$ cat src/rtl/fetch_unit_pkg.sv
// Shared constants for the instruction fetch unit and the control unit that consumes its opcode.
// Word, opcode and PC sizes, the opcode bit positions and the fetch state encodings.
package fetch_unit_pkg;

   localparam int opcode_size = 5;
   localparam int instr_size  = 16;
   localparam int pc_size     = 8;

   // Opcode field shared with the control unit's decode ROM
   localparam int opcode_msb  = instr_size - 1;
   localparam int opcode_lsb  = instr_size - opcode_size;

   typedef enum logic [1:0] {
      ST_IDLE     = 2'd0,
      ST_WAIT     = 2'd1,
      ST_REDIRECT = 2'd2
   } fetch_state_e;

endpackage

$ cat src/rtl/fetch_unit_prefetch_buf.sv
// One-entry prefetch buffer: one instruction word plus the address it was fetched from.
// Only present when FETCH_PREFETCH_EN is defined; flush wins over fill, fill wins over take.
`ifdef FETCH_PREFETCH_EN
module fetch_unit_prefetch_buf #(
   parameter int ADDR_W = 8,
   parameter int DATA_W = 16
) (
   input  logic              clk,
   input  logic              rst,
   input  logic              fill,
   input  logic [DATA_W-1:0] fill_data,
   input  logic [ADDR_W-1:0] fill_addr,
   input  logic              take,
   input  logic              flush,
   output logic              valid,
   output logic [DATA_W-1:0] data,
   output logic [ADDR_W-1:0] addr
);

   always_ff @(posedge clk) begin
      if (rst) begin
         valid <= 1'b0;
         data  <= '0;
         addr  <= '0;
      end else begin
         if (flush) begin
            valid <= 1'b0;
         end else if (fill) begin
            valid <= 1'b1;
         end else if (take) begin
            valid <= 1'b0;
         end
         if (fill && !flush) begin
            data <= fill_data;
            addr <= fill_addr;
         end
      end
   end

endmodule
`endif

$ cat src/rtl/fetch_unit.sv
// Instruction fetch unit: owns PC and IR, fetches words over imem req/ack, presents the opcode.
// Optional one-entry prefetch is enabled by defining FETCH_PREFETCH_EN.
module fetch_unit
   import fetch_unit_pkg::*;
#(
   parameter int ADDR_W  = pc_size,
   parameter int INSTR_W = instr_size
) (
   input  logic                   clk,
   input  logic                   rst,
   input  logic                   fetch_req,
   input  logic                   pc_load,
   input  logic [ADDR_W-1:0]      pc_load_val,
   output logic                   imem_req,
   output logic [ADDR_W-1:0]      imem_addr,
   input  logic                   imem_ack,
   input  logic [INSTR_W-1:0]     imem_data,
   output logic [INSTR_W-1:0]     ir,
   output logic [opcode_size-1:0] opcode,
   output logic [ADDR_W-1:0]      pc,
   output logic                   ir_valid,
   output logic                   busy,
   output fetch_state_e           dbg_state
);

   // Handshake: imem_req rises together with imem_addr and both hold steady until the
   // cycle imem_ack is sampled high; req then drops. An ack with no request outstanding
   // (IDLE, REDIRECT, or after reset) is ignored.

   fetch_state_e       state_q, state_n;
   logic [ADDR_W-1:0]  pc_q, pc_n, pc_eff;
   logic [INSTR_W-1:0] ir_q, ir_n;
   logic               req_q, req_n;
   logic [ADDR_W-1:0]  addr_q, addr_n;
   logic               irv_q, irv_n;
   logic               pend_q, pend_n;
   logic [ADDR_W-1:0]  tgt_q, tgt_n;

`ifdef FETCH_PREFETCH_EN
   // demand: the control unit is waiting on the outstanding fetch.
   // armed: prefetching starts only once the IR has been loaded at least once.
   logic               demand_q, demand_n;
   logic               armed_q, armed_n;
   logic               buf_fill, buf_take, buf_flush;
   logic               buf_valid, buf_hit;
   logic [INSTR_W-1:0] buf_data;
   logic [ADDR_W-1:0]  buf_addr;

   fetch_unit_prefetch_buf #(
      .ADDR_W (ADDR_W),
      .DATA_W (INSTR_W)
   ) prefetch_buf (
      .clk       (clk),
      .rst       (rst),
      .fill      (buf_fill),
      .fill_data (imem_data),
      .fill_addr (addr_q),
      .take      (buf_take),
      .flush     (buf_flush),
      .valid     (buf_valid),
      .data      (buf_data),
      .addr      (buf_addr)
   );

   assign buf_hit = buf_valid && (buf_addr == pc_q);
`endif

   assign pc_eff = pc_load ? pc_load_val : pc_q;

   always_ff @(posedge clk) begin
      if (rst) begin
         state_q  <= ST_IDLE;
         pc_q     <= '0;
         ir_q     <= '0;
         req_q    <= 1'b0;
         addr_q   <= '0;
         irv_q    <= 1'b0;
         pend_q   <= 1'b0;
         tgt_q    <= '0;
`ifdef FETCH_PREFETCH_EN
         demand_q <= 1'b0;
         armed_q  <= 1'b0;
`endif
      end else begin
         state_q  <= state_n;
         pc_q     <= pc_n;
         ir_q     <= ir_n;
         req_q    <= req_n;
         addr_q   <= addr_n;
         irv_q    <= irv_n;
         pend_q   <= pend_n;
         tgt_q    <= tgt_n;
`ifdef FETCH_PREFETCH_EN
         demand_q <= demand_n;
         armed_q  <= armed_n;
`endif
      end
   end

   always_comb begin
      state_n   = state_q;
      pc_n      = pc_q;
      ir_n      = ir_q;
      req_n     = req_q;
      addr_n    = addr_q;
      irv_n     = 1'b0;
      pend_n    = pend_q;
      tgt_n     = tgt_q;
`ifdef FETCH_PREFETCH_EN
      demand_n  = demand_q;
      armed_n   = armed_q;
      buf_fill  = 1'b0;
      buf_take  = 1'b0;
      buf_flush = pc_load;
`endif
      unique case (state_q)
         ST_IDLE: begin
            // A jump in the same cycle as a request is fetched from the new target
            pc_n = pc_eff;
`ifdef FETCH_PREFETCH_EN
            if (fetch_req && buf_hit && !pc_load) begin
               ir_n     = buf_data;
               pc_n     = pc_q + ADDR_W'(1);
               irv_n    = 1'b1;
               buf_take = 1'b1;
               armed_n  = 1'b1;
               req_n    = 1'b1;
               addr_n   = pc_q + ADDR_W'(1);
               demand_n = 1'b0;
               state_n  = ST_WAIT;
            end else if (fetch_req || (armed_q && (!buf_valid || pc_load))) begin
               req_n    = 1'b1;
               addr_n   = pc_eff;
               demand_n = fetch_req;
               state_n  = ST_WAIT;
            end
`else
            if (fetch_req) begin
               req_n   = 1'b1;
               addr_n  = pc_eff;
               state_n = ST_WAIT;
            end
`endif
         end

         ST_WAIT: begin
            if (pc_load) begin
               pend_n = 1'b1;
               tgt_n  = pc_load_val;
            end
`ifdef FETCH_PREFETCH_EN
            if (fetch_req) begin
               demand_n = 1'b1;
            end
`endif
            if (imem_ack) begin
               req_n   = 1'b0;
               state_n = ST_IDLE;
               if (pc_load || pend_q) begin
                  // Word belongs to the abandoned path: drop it and refetch the target
                  pc_n    = pc_load ? pc_load_val : tgt_q;
                  pend_n  = 1'b0;
                  state_n = ST_REDIRECT;
`ifdef FETCH_PREFETCH_EN
               end else if (!demand_n) begin
                  buf_fill = 1'b1;
`endif
               end else begin
                  ir_n  = imem_data;
                  pc_n  = pc_q + ADDR_W'(1);
                  irv_n = 1'b1;
`ifdef FETCH_PREFETCH_EN
                  demand_n = 1'b0;
                  armed_n  = 1'b1;
`endif
               end
            end
         end

         ST_REDIRECT: begin
            pc_n    = pc_eff;
            req_n   = 1'b1;
            addr_n  = pc_eff;
            state_n = ST_WAIT;
`ifdef FETCH_PREFETCH_EN
            if (fetch_req) begin
               demand_n = 1'b1;
            end
`endif
         end

         default: begin
            state_n = ST_IDLE;
         end
      endcase
   end

   assign imem_req  = req_q;
   assign imem_addr = addr_q;
   assign ir        = ir_q;
   assign opcode    = ir_q[INSTR_W-1 -: opcode_size];
   assign pc        = pc_q;
   assign ir_valid  = irv_q;
   assign dbg_state = state_q;
`ifdef FETCH_PREFETCH_EN
   assign busy      = demand_q;
`else
   assign busy      = (state_q != ST_IDLE);
`endif

endmodule

$ cat config.mk
export PLATFORM = sky130hd
export DESIGN_NAME = fetch_unit
export DESIGN_NICKNAME = d
export VERILOG_FILES = /design/src/rtl/fetch_unit_pkg.sv /design/src/rtl/fetch_unit_prefetch_buf.sv /design/src/rtl/fetch_unit.sv
export SDC_FILE = /design/constraint.sdc
export NUM_CORES = 1
export LEC_CHECK = 0
export ABC_CLOCK_PERIOD_IN_PS = 1900
export CORE_AREA = 2 2 108 84
export DETAILED_ROUTE_END_ITERATION = 8
export DIE_AREA = 0 0 110 86
export PLACE_DENSITY_LB_ADDON = 0.3
export SLEW_MARGIN = 20
export SYNTH_ARGS = -nofsm -noshare
export SYNTH_HDL_FRONTEND = slang
export SYNTH_SLANG_ARGS = --single-unit
export TNS_END_PERCENT = 30
$ cat constraint.sdc
create_clock -name clk -period 1.9 [get_ports clk]
set_clock_uncertainty 0.2 [all_clocks]
set_input_delay 0.38 -clock clk [delete_from_list [all_inputs] [get_ports clk]]
set_output_delay 0.38 -clock clk [all_outputs]
set_load 0.02 [all_outputs]
==> metrics.yaml <==
synth-seq-area-share_pct: 41.03
fp.coreArea_sq_mm: 0.008309
dp_cells: 432
stdcell_area_sq_mm: 0.003199
post_route_cells_drive_above_1_share_pct: 18.37
grt_pass1_vias: 1980
grt_start_max_net_pins: 26
io_buffers: 70
r2r_slack_ns: 0.18
grt_usage_pct: 12.91
die_h_microns: 86
synth-edff-count: 0
yosys_register_bits: 45
max_stage_delay_ns: 0.62
worst-r2r-cell-count: 5
cp_num_cells: 1
yosysMostFrequentCell: "sky130_fd_sc_hd__dfxtp_1"
die_outline_area_sq_mm: 0.009460
num_antenna_cells: 0
timing.hold.worst.class: "flop to flop"
initial_core_util_pct: 26.43
syn_avg_cell_area_sq_um: 8.748
end_kind: "output port"
dr.first_iter.drc_count: 88
clkTransAtPathRegs_ns: 0.08
layout.cells.non_filler: 440
netlist_top_cells_count: "45 x sky130_fd_sc_hd__dfxtp_1, 35 x sky130_fd_sc_hd__nand2_1, 24 x sky130_fd_sc_hd__nor2_1"
maxSlewHeadroom_pct: 65.92
period_minus_slack_ns: 1.855
pre_cts_slack_ns: -0.1163
routed_via_density: 4.680
grt_first_pass_wirelength_mm: 9.673
place_congestion: 0.8361
max_freq_mhz: 539.2
synth_flop_cell: "sky130_fd_sc_hd__dfxtp_1"
worst-slew-pin-transition_ns: 0.5113
cts-root-to-sink-buffers: 2
cts_hold_buf: 0
result_of_the_run: "complete, no violations"
drt-total-wl_mm: 5.902
slew_violations: 0
synth.top_cell.area_share_pct: 41.03
route.vias.total: 2059
cts-htree-levels: 2
cp_max_fo: 3
fin_tns_setup_ns: 0
path_cells: "clkdlybuf4s50_1"
postCtsResizedCells: 4
standard_cell_row_count: 29
power.density_mw_per_mm2: 659.4
top_delay_family_on_crit_path: "buffers and inverters"
worst_setup_margin_ns: 0.04546
final-hold-violation-count: 0
synth_nets: 281
final_core_utilization_pct: 38.50
hold-path-cell-count: 2
synthCells: 251
synthToLayoutAreaGrowth_pct: 45.70
postCtsSetupBuffers: 0
fillers: 864
post-dp-hpwl_mm: 4.406
power.ir.vdd_worst_v: 0.0002446
synth_area_leader_cell: "sky130_fd_sc_hd__dfxtp_1"
crit_type: "flop to output port"
detail_route_antenna_nets: 0
total_leakage_power_uw: 0.001401
i_o_pin_count: 71
required_time_at_the_endpoint_of_the_critical_path_ns: 1.32
avg_wl_per_cell_microns: 13.41
start_kind: "flop"
grt.overflow.total: 0
cp_slowest_cell: "sky130_fd_sc_hd__clkdlybuf4s50_1"
ys_warn_count: 0
cts-buffers-inserted: 5
detail_route.drc_violations: 0
post_synth_instance_area_sq_mm: 0.002196
clk_tree_root_cell: "sky130_fd_sc_hd__clkbuf_8"
timing.final.crit_share_pct: 97.61
ys_top_cells_by_area: "sky130_fd_sc_hd__dfxtp_1 41%, sky130_fd_sc_hd__nand2_1 6.0%, sky130_fd_sc_hd__mux2i_1 5.9%"
drt_first_pass_iters: 4
die_w_microns: 110
initial_antenna_violation_count: 0
tritoncts_clock_tree: "built"
ys_types: 49
maxCapViolations: 0
final_nets: 361
async_reset_ff_share_pct: 0
cp.buffers_inverters: 1
worstSkewPairLatency_ns: 0.29
report.final.setup_viol: 0
placement.cell_area_sq_mm: 0.003092
rsz0062_at_grt: "false"
cts_sinks: 45
worst_ep_arrival_time_ns: 1.27
-- stage by stage --
| stage | hold WS, ns | power [uW] |
|---|---|---|
| floorplan | 0.2312 | 1318 |
| global placement | 0.2386 | 1561 |
| detailed placement | 0.2478 | 1565 |
| CTS | 0.2611 | 2157 |
| global route | 0.2829 | 2243 |
| finish | 0.2563 | 2110 |
-- kinds of logic after synthesis --
group / after synthesis / synth area share [%]
simple gates: 103 / 23.99
compound gates: 61 / 19.32
flops: 45 / 41.03
buf+inv: 26 / 8.375
mux: 13 / 5.926
xor+xnor: 2 / 0.7979
fa+ha+maj: 1 / 0.5697
-- final timing paths --
path               start         to
setup reg to reg   pc[1]      pc[4]
setup / recovery  ir[14]  opcode[3]
hold / removal     ir[3]      ir[3]
hold reg to reg    ir[3]      ir[3]
-- flip-flops by register name, summed over array words and instances, names as in the netlist --
register and flops:
dbg_state 2, imem_addr 8, imem_req 1, ir 16, ir_valid 1, pc 8
pend_q 1, tgt_q 8
-- area by class of cell --
cell class | instances | area [sq um] | area share [%]
flip-flops and latches | 45 | 900.9 | 28.16
inverters | 5 | 18.77 | 0.5866
repair buffers | 94 | 950.9 | 29.72
clock buffers | 6 | 72.57 | 2.268
multi-input cells | 180 | 1111 | 34.73
clock inverters | 2 | 10.01 | 0.3129
well taps | 108 | 135.1 | 4.224
-- layer usage --
layer,vias up,part of all wire [%],GRT usage [%]
li1,1040,-,-
met2,54,45,20.36
met3,3,6.2,2.888
met4,0,0.34,1.726
met5,-,0,0
met1,962,48,18.37
-- where the power goes --
group / total [uW] / switching (uW) / internal, uW
registers: 1020 / 31.6 / 992
logic: 509 / 256 / 252
clock network: 577 / 321 / 256
total: 2110 / 609 / 1500
-- placed cells by master (no fill, tap or decap), drive strengths merged, types with 2 or more instances in the layout --
cell type | netlist | routed
or3 | 2 | 2
o21ai | 5 | 5
and3b | 2 | 2
dlymetal6s2s | 0 | 12
nor3 | 7 | 7
o211ai | 5 | 5
buf | 18 | 25
inv | 5 | 5
a211oi | 10 | 10
nor4 | 2 | 2
dlygate4sd2 | 0 | 4
o311ai | 3 | 3
nor2 | 25 | 25
mux2i | 13 | 13
nand2 | 46 | 46
clkbuf | 3 | 6
nand2b | 2 | 2
a21oi | 30 | 30
clkinv | 0 | 2
clkdlybuf4s50 | 0 | 53
o21a | 2 | 2
dfxtp | 45 | 45
and2b | 2 | 2
nand3 | 8 | 8
Power figures use the tool's default switching activity.
